`config.mk`:
```
export PLATFORM = sky130hd
export DESIGN_NAME = wm8731_i2c_responder
export DESIGN_NICKNAME = d
export VERILOG_FILES = /design/src/rtl/wm8731_pkg.sv /design/src/rtl/wm8731_i2c_responder_line_filter.sv /design/src/rtl/wm8731_i2c_responder.sv
export SDC_FILE = /design/constraint.sdc
export NUM_CORES = 1
export LEC_CHECK = 0
export ABC_CLOCK_PERIOD_IN_PS = 2500
export CELL_PAD_IN_SITES_DETAIL_PLACEMENT = 2
export CELL_PAD_IN_SITES_GLOBAL_PLACEMENT = 2
export CORE_UTILIZATION = 38
export CTS_CLUSTER_SIZE = 20
export DETAILED_ROUTE_END_ITERATION = 10
export DONT_BUFFER_PORTS = 1
export MAX_ROUTING_LAYER = met4
export PLACE_DENSITY_LB_ADDON = 0.05
export SLEW_MARGIN = 10
export SYNTH_ARGS = -nofsm -noshare
export SYNTH_HDL_FRONTEND = slang
export SYNTH_SLANG_ARGS = --single-unit
```
`constraint.sdc`:
```
create_clock -name clk -period 2.5 [get_ports clk]
set_clock_uncertainty 0.15 [all_clocks]
set_input_delay 0.375 -clock clk [delete_from_list [all_inputs] [get_ports clk]]
set_output_delay 0.375 -clock clk [all_outputs]
set_load 0.01 [all_outputs]
```
`src/rtl/wm8731_pkg.sv`:
```
`default_nettype none
// ============================================================================
// Module      : wm8731_pkg
// Description : Shared types and constants for the WM8731 I2C write responder:
//               protocol state encoding, register indices, reset defaults.
// Revision    : 1.0  initial release
// ============================================================================
package wm8731_pkg;

    // Protocol states of the responder
    typedef enum logic [3:0] {
        S_IDLE   = 4'd0,
        S_ADDR   = 4'd1,
        S_ACK_A  = 4'd2,
        S_BYTE1  = 4'd3,
        S_ACK_1  = 4'd4,
        S_BYTE2  = 4'd5,
        S_ACK_2  = 4'd6,
        S_IGNORE = 4'd7
    } state_t;

    localparam logic [6:0] C_DEV_ADDR_DEFAULT = 7'h1A;

    // Register indices
    localparam logic [3:0] C_R0      = 4'd0;
    localparam logic [3:0] C_R1      = 4'd1;
    localparam logic [3:0] C_R2      = 4'd2;
    localparam logic [3:0] C_R3      = 4'd3;
    localparam logic [3:0] C_R4      = 4'd4;
    localparam logic [3:0] C_R5      = 4'd5;
    localparam logic [3:0] C_R6      = 4'd6;
    localparam logic [3:0] C_R7      = 4'd7;
    localparam logic [3:0] C_R8      = 4'd8;
    localparam logic [3:0] C_R9      = 4'd9;
    localparam logic [3:0] C_R_RESET = 4'd15;
    localparam int         C_NUM_REGS = 10;

    // Power-on values, element [i] belongs to register Ri
    localparam logic [C_NUM_REGS-1:0][8:0] C_REG_DEFAULTS = {
        9'h000,  // R9
        9'h000,  // R8
        9'h00A,  // R7
        9'h09F,  // R6
        9'h008,  // R5
        9'h00A,  // R4
        9'h079,  // R3
        9'h079,  // R2
        9'h097,  // R1
        9'h097   // R0
    };

endpackage
`default_nettype wire

```
`src/rtl/wm8731_i2c_responder_line_filter.sv`:
```
`default_nettype none
// ============================================================================
// Module      : i2c_line_filter
// Description : Two-flop synchronizer followed by a stability filter for one
//               open-drain I2C line; emits the accepted level and one-cycle
//               rise/fall pulses aligned with the level change.
// Revision    : 1.0  initial release
// ============================================================================
module i2c_line_filter #(
    parameter int FILTER_LEN = 3
) (
    input  logic clk,
    input  logic rst,
    input  logic i_line,
    output logic o_level,
    output logic o_rise,
    output logic o_fall
);

    // A new level is accepted on its FILTER_LEN-th consecutive sample
    localparam logic [2:0] C_LAST = 3'(FILTER_LEN - 1);

    logic       r_sync1;
    logic       r_sync2;
    logic       r_level;
    logic [2:0] r_cnt;
    logic       r_rise;
    logic       r_fall;

    // Synchronize, then count consecutive samples that disagree with the accepted level
    always_ff @(posedge clk) begin
        if (rst) begin
            r_sync1 <= 1'b1;
            r_sync2 <= 1'b1;
            r_level <= 1'b1;
            r_cnt   <= 3'd0;
            r_rise  <= 1'b0;
            r_fall  <= 1'b0;
        end else begin
            r_sync1 <= i_line;
            r_sync2 <= r_sync1;
            r_rise  <= 1'b0;
            r_fall  <= 1'b0;
            if (r_sync2 != r_level) begin
                if (r_cnt == C_LAST) begin
                    r_level <= r_sync2;
                    r_cnt   <= 3'd0;
                    r_rise  <= r_sync2;
                    r_fall  <= ~r_sync2;
                end else begin
                    r_cnt <= r_cnt + 3'd1;
                end
            end else begin
                r_cnt <= 3'd0;
            end
        end
    end

    assign o_level = r_level;
    assign o_rise  = r_rise;
    assign o_fall  = r_fall;

endmodule
`default_nettype wire

```
`src/rtl/wm8731_i2c_responder.sv`:
```
`default_nettype none
// ============================================================================
// Module      : wm8731_i2c_responder
// Description : WM8731 control-port model. Decodes 3-byte I2C writes from
//               oversampled SCL/SDA, ACKs valid bytes and maintains the
//               codec's 9-bit register file (R0..R9, R15 = register reset).
// Revision    : 1.0  initial release
// ============================================================================
module wm8731_i2c_responder
    import wm8731_pkg::*;
#(
    parameter logic [6:0] DEV_ADDR   = C_DEV_ADDR_DEFAULT,
    parameter int         FILTER_LEN = 3
) (
    input  logic       clk,
    input  logic       reset,
    input  logic       scl_i,
    input  logic       sda_i,
    output logic       sda_oe,
    output logic       wr_valid,
    output logic [6:0] wr_addr,
    output logic [8:0] wr_data,
    input  logic [3:0] rd_addr,
    output logic [8:0] rd_data,
    output logic       busy
);

    logic w_scl_f, w_scl_rise, w_scl_fall;
    logic w_sda_f, w_sda_rise, w_sda_fall;

    i2c_line_filter #(.FILTER_LEN(FILTER_LEN)) u_scl_filter (
        .clk     (clk),
        .rst     (reset),
        .i_line  (scl_i),
        .o_level (w_scl_f),
        .o_rise  (w_scl_rise),
        .o_fall  (w_scl_fall)
    );

    i2c_line_filter #(.FILTER_LEN(FILTER_LEN)) u_sda_filter (
        .clk     (clk),
        .rst     (reset),
        .i_line  (sda_i),
        .o_level (w_sda_f),
        .o_rise  (w_sda_rise),
        .o_fall  (w_sda_fall)
    );

    state_t     r_state;
    logic [2:0] r_bit_cnt;
    logic [7:0] r_shift;
    logic [7:0] r_byte1;
    logic       r_sda_oe;
    logic       r_wr_valid;
    logic [6:0] r_wr_addr;
    logic [8:0] r_wr_data;
    logic       r_busy;
    logic [8:0] r_regs [C_NUM_REGS];

    // SDA edges while SCL is steadily high are bus conditions, never data
    logic       w_start;
    logic       w_stop;
    logic [7:0] w_next_byte;
    logic [6:0] w_commit_addr;
    logic [8:0] w_commit_data;

    assign w_start       = w_sda_fall & w_scl_f;
    assign w_stop        = w_sda_rise & w_scl_f;
    assign w_next_byte   = {r_shift[6:0], w_sda_f};
    assign w_commit_addr = r_byte1[7:1];
    assign w_commit_data = {r_byte1[0], w_next_byte};

    // Protocol FSM, ACK driver, write commit and register file
    always_ff @(posedge clk) begin
        if (reset) begin
            r_state    <= S_IDLE;
            r_bit_cnt  <= 3'd0;
            r_shift    <= 8'd0;
            r_byte1    <= 8'd0;
            r_sda_oe   <= 1'b0;
            r_wr_valid <= 1'b0;
            r_wr_addr  <= 7'd0;
            r_wr_data  <= 9'd0;
            r_busy     <= 1'b0;
            for (int i = 0; i < C_NUM_REGS; i++) begin
                r_regs[i] <= C_REG_DEFAULTS[i];
            end
        end else begin
            r_wr_valid <= 1'b0;
            if (w_stop) begin
                // STOP ends everything; a half-received write is dropped
                r_state  <= S_IDLE;
                r_sda_oe <= 1'b0;
                r_busy   <= 1'b0;
            end else if (w_start) begin
                r_state   <= S_ADDR;
                r_bit_cnt <= 3'd0;
                r_sda_oe  <= 1'b0;
                r_busy    <= 1'b1;
            end else begin
                case (r_state)
                    S_ADDR, S_BYTE1, S_BYTE2: begin
                        if (w_scl_rise) begin
                            r_shift   <= w_next_byte;
                            r_bit_cnt <= r_bit_cnt + 3'd1;
                            if (r_bit_cnt == 3'd7) begin
                                if (r_state == S_ADDR) begin
                                    // Write-only device: R/W=1 is refused like a foreign address
                                    r_state <= (w_next_byte == {DEV_ADDR, 1'b0}) ? S_ACK_A : S_IGNORE;
                                end else if (r_state == S_BYTE1) begin
                                    r_byte1 <= w_next_byte;
                                    r_state <= S_ACK_1;
                                end else begin
                                    r_wr_valid <= 1'b1;
                                    r_wr_addr  <= w_commit_addr;
                                    r_wr_data  <= w_commit_data;
                                    if (w_commit_addr < 7'(C_NUM_REGS)) begin
                                        r_regs[w_commit_addr[3:0]] <= w_commit_data;
                                    end else if (w_commit_addr == {3'b000, C_R_RESET} &&
                                                 w_commit_data == 9'd0) begin
                                        for (int i = 0; i < C_NUM_REGS; i++) begin
                                            r_regs[i] <= C_REG_DEFAULTS[i];
                                        end
                                    end
                                    r_state <= S_ACK_2;
                                end
                            end
                        end
                    end
                    S_ACK_A, S_ACK_1, S_ACK_2: begin
                        // First SCL fall starts the ACK slot, second one ends it
                        if (w_scl_fall) begin
                            if (!r_sda_oe) begin
                                r_sda_oe <= 1'b1;
                            end else begin
                                r_sda_oe  <= 1'b0;
                                r_bit_cnt <= 3'd0;
                                case (r_state)
                                    S_ACK_A: r_state <= S_BYTE1;
                                    S_ACK_1: r_state <= S_BYTE2;
                                    default: r_state <= S_IGNORE;
                                endcase
                            end
                        end
                    end
                    S_IDLE, S_IGNORE: begin
                        r_sda_oe <= 1'b0;
                    end
                    default: begin
                        r_state  <= S_IDLE;
                        r_sda_oe <= 1'b0;
                    end
                endcase
            end
        end
    end

    // Register read port; unmapped indices read as zero
    always_comb begin
        rd_data = 9'd0;
        if (rd_addr < 4'(C_NUM_REGS)) begin
            rd_data = r_regs[rd_addr];
        end
    end

    assign sda_oe   = r_sda_oe;
    assign wr_valid = r_wr_valid;
    assign wr_addr  = r_wr_addr;
    assign wr_data  = r_wr_data;
    assign busy     = r_busy;

endmodule
`default_nettype wire
```
# ---- After elaboration in Yosys (flattened, before gate mapping)
# Memory sizes are Yosys's and may differ from the RTL's.
# Cells that the tools add are included.
dict set report word_totals {
  word_cells 157
  in_bits 8
  ramBits 90
  register_bits 57
  memories 1
}
dict set report classes {
  n_reduce_logical 24
  bitwise 26
  magnitude_cmp 2
  eq_ne 23
  addsub 3
  mux 56
}
# name words width read_ports rd_ports_with_merged_regs wr line
set mem_list {}
lappend mem_list {r_regs 10 9 1 0 10 wm8731_i2c_responder.sv:58} ;# logic [8:0] r_regs [C_NUM_REGS];
# op n
set op_table {}
lappend op_table {{$mux W9} 12}
lappend op_table {{$mux W1} 28}
lappend op_table {{$reduce_or A3 Y1} 7}
lappend op_table {{$mux W4} 5}
lappend op_table {{$mux W3} 6}
lappend op_table {{$eq A4 B3 Y1 const B} 4}
lappend op_table {{$reduce_and A5 Y1} 3}
lappend op_table {{$not A1 Y1} 14}
lappend op_table {{$reduce_and A7 Y1} 2}
lappend op_table {{$pmux W3 S2} 2}
lappend op_table {{$pmux W4 S3} 1}
lappend op_table {{$or A1 B1 Y1} 10}
lappend op_table {{$add A3 B1 Y3 const B} 3}
lappend op_table {{$logic_not A9 Y1} 1}
lappend op_table {{$reduce_or A9 Y1} 1}
lappend op_table {{$eq A4 B2 Y1 const B} 2}
lappend op_table {{$eq A8 B6 Y1 const B} 1}
lappend op_table {{$eq A7 B4 Y1 const B} 1}
lappend op_table {{$lt A7 B4 Y1 const B} 1}
lappend op_table {{$reduce_or A7 Y1} 1}
lappend op_table {{$eq A3 B2 Y1 const B} 2}
lappend op_table {{$ne A2 B2 Y1 const B} 3}
lappend op_table {{$ne A3 B2 Y1 const B} 2}
lappend op_table {{$ne A3 B3 Y1 const B} 2}
lappend op_table {{other kinds (14)} 20}

# ---- Longest topological paths before layout
dict set report depth {
  word_depth 15
  ltp_mapped 8
  ltp_nobuf 6
}

# ---- By module
# Synthesis repeated with hierarchy kept, for this count alone.
dict set report unflattened {
  hier_cells 563
  area_unflattened_um2 6710.2
}
# module area_per_inst_um2 seq_area_each_um2 cells_per_inst n_inst
set by_module_without_submodules {}
lappend by_module_without_submodules {wm8731_i2c_responder 6114.6 3503.4 513 1}
lappend by_module_without_submodules {i2c_line_filter 297.8 160.2 25 2}

# ---- Worst setup path before layout
# No wires, ideal clock.
dict set report synth_timing {
  kind {register to register}
  start {register r_state[1]}
  end {memory r_regs[5][0], enable pin}
  setup_time_ps 387
  n_path_buf 2
  synth_period_minus_slack_ps 2624
  path_slack_ps -124
  stages_incl_launch_ff 8
  arrival_time_ps 2086
  cell_sequence {dfxtp_1 -> inv_1 -> ha_1 -> clkbuf_2 -> and4_1 -> nand4_2 -> buf_2 -> o21ai_0}
}
# element line
set synth_rtl {}
lappend synth_rtl {{start: declaration} wm8731_i2c_responder.sv:49} ;# state_t r_state;
lappend synth_rtl {{start signal: assignment} wm8731_i2c_responder.sv:109} ;# r_state <= (w_next_byte == {DEV_ADDR, 1'b0}) ? S_ACK_A : S_IGNORE;
lappend synth_rtl {{end: declaration} wm8731_i2c_responder.sv:58}

==> results.toml <==
[place]
gp_congestion = 0.778
dpl-instance-area_sq_mm = 0.00709
pre_cts_ws_ps = 54.5
hpwl_microns = 13000
io_buffers = 0

[critical_path]
worst-endpoint-required_ps = 2470
rr_worst_depth = 5
r2r_setup_slack_ps = 120
rr_endpoint = "r_regs[5][8]"
worstSetupPathType = "reg -> reg"
endpoint_kind = "register"
crit_arrival_ps = 2360
crit_fanout = 10
crit_path_start = "r_shift[6]"
cp-endpoint = "r_regs[5][8]"
start_kind = "register"
r2r-start = "r_shift[6]"

[clocking]
post-cts-setup-buffer-count = 0
clk_pin_slew_ps = 60
clk_latency_ps = 430
cts_sinks = 146
clk_root_buffer_cell = "clkbuf_16"
htreeDepth = 4
numCtsBuffers = 17
cts_tree = "yes"
clk_path_buf_depth = 2

[global_routing]
antenna_found_initial = 1
grt_pass1_vias = 4964
grt_pass1_wl_microns = 29700
grt_max_degree = 45
grt.total_usage = 0.233
overflow = 0

[routing]
ant_nets = 0
drc_errors = 0
drt_wl_total_microns = 18900
vias_per_cell = 5.45
drtIter0Drc = 195
dr_total_vias = 4482
drtPass1Iterations = 4
routedWlPerCell_microns = 22.9

[yosys]
synth_top_flop_cell = "edfxtp_1"
syn_area_sq_mm = 0.00664
yosysUniqueCellTypes = 53
synthTopCellsByArea = "edfxtp_1 41%, dfxtp_1 17%, mux4_2 6.1%"
syn_avg_cell_area_sq_um = 11.8
synth_fp_nets = 580
yosys.area.top_type = "edfxtp_1"
synth-async-reset-ratio = 0
syn_inst = 562
ys_ff_latch = 146
synth_edf_count = 90
yosysTopAreaCellShare = 0.407
ys_seq_area_frac = 0.576
synth_warnings = 0

[power_and_ir_drop]
pwr-share-seq = 0.488
p_int_mw = 4.26
p_sw_frac = 0.219
comb_power_share = 0.048
vdd_drop_max_uv = 455
power_density_mw_per_mm2 = 706
power_switching_mw = 1.20
leakage_nw = 2.70
clockPowerShare = 0.464

[sta]
max_slew_margin = 0.621
setup_viol = 0
setup_slack_ps = 116
tightest_slew_ps = 564
fin_tns_setup_ps = 0
fin_crit_sh = 0.954
fin_hold_ws_ps = 24.4
max_clock_freq_mhz = 419
finalHoldViolCount = 0
period_needed_ps = 2380
finalMaxSlewViolations = 0
rsz0062_at_grt = "no"

[die]
ios = 36
initial_core_util = 0.395
num_rows = 47
core_sq_mm = 0.0168
dieHeight_microns = 134
die_area_sq_mm = 0.0180
die_w_microns = 134

[min_path]
min_path_type = "in -> reg"
hp-start = "reset"

[job]
maxCapViolations = 0

[final_layout]
stdcell_area_sq_mm = 0.00773
regArea_sq_mm = 0.00382
drive_gt1_frac = 0.191
diodes = 0
fill_cells = 1718
multiInputGateArea_sq_mm = 0.00265
final_nets = 607
final_core_util = 0.460
syn_to_final_growth_pct = 16.4

[outcome]
status = "completed"
-- metrics by stage --
step / std cells / total power [mW]
after detailed placement: 787 / 2.96
after CTS: 822 / 5.53
final: 822 / 5.46
after global routing: 822 / 5.64
after global placement: 787 / 2.95
after floorplan: 562 / 2.89
-- Yosys cell counts, drive strengths merged, types with 2 or more instances --
cell type,count
a31oi,3
a21oi,32
o31ai,3
and2,40
nand2,47
or3,5
o21ai,15
nor4,13
nor3b,3
nand3b,15
or2,10
and2b,3
inv,11
mux4,18
edfxtp,90
clkbuf,23
nor3,14
buf,10
o21a,5
nand2b,36
ha,10
nor2,45
nor2b,5
nand3,3
nand4,4
mux2i,26
and4,2
dfxtp,56
-- power by group through the flow --
stage / combinational (mW) / clock, mW / sequential [mW]
floorplan: 0.196 / 0 / 2.69
global placement: 0.237 / 0 / 2.71
detailed placement: 0.246 / 0 / 2.72
CTS: 0.266 / 2.60 / 2.67
global route: 0.285 / 2.68 / 2.67
finish: 0.262 / 2.53 / 2.67
-- area by class of cell --
type                       instances  area share
clock buffer                      24      0.0694
multi-input combinational        371       0.343
sequential                       146       0.494
inverter                          12     0.00583
clock inverter                     8     0.00777
tap                              220      0.0356
timing repair buffer              41      0.0437
-- kinds of logic after synthesis --
kind of cell / synth area share
and+or+nand+nor: 0.213
AOI/OAI and AO/OA: 0.0650
DFF: 0.576
adders and majority gates: 0.0188
buffers and inverters: 0.0275
muxes: 0.100
-- worst max-delay path: stages, from the launching register on --
cell and delay (ps):
dfxtp_1 320, or4_4 560, nor4_4 320, a41oi_4 280, o21ai_1 210, buf_4 230
-- cells in the final DEF (no fill, tap or decap), types with 10 or more instances in the layout --
master,count
a21oi_1,32
and2_1,40
buf_4,37
clkbuf_16,20
dfxtp_1,56
edfxtp_1,90
ha_1,10
inv_1,11
mux2i_1,26
mux4_2,18
nand2_1,44
nand2b_1,36
nand3b_1,15
nor2_1,45
nor3_1,13
nor4_1,10
o21ai_0,13
or2_2,10
-- layer usage --
metal | part of all wire | vias to the layer above | track usage | routed length (microns)
met5 | 0 | - | - | 0
met4 | 0.014 | 0 | 0.0730 | 270
met3 | 0.031 | 26 | 0.0469 | 593
met2 | 0.51 | 85 | 0.394 | 9620
met1 | 0.44 | 2294 | 0.280 | 8370
li1 | - | 2077 | - | -
-- timing repair --
item | CTS | global route
setup endpoints to repair | 18 | 29
hold buffers | 3 | 0
resized for setup | 2 | 4
endpoints found under the hold margin | 46 | 0
-- worst min path at each step --
stage | endpoint | slack, ps | cells past startpoint
floorplan | u_scl_filter.r_sync2 | 240 | 1
CTS | r_bit_cnt[1] | 7 | 3
global placement | u_sda_filter.r_sync2 | 250 | 1
detailed placement | u_scl_filter.r_sync2 | 250 | 1
finish | r_bit_cnt[1] | 20 | 3
global route | busy | 40 | 2
-- registers in the layout, indices dropped and copies added, names as in the netlist, 3 cells and up --
register and cells:
r_shift 7, u_scl_filter.r_cnt 3, r_bit_cnt 3, r_byte1 8
u_sda_filter.r_cnt 3, wr_addr 7, r_state 3, wr_data 9
r_regs 90
No activity file was read; power rests on OpenSTA's default activity.
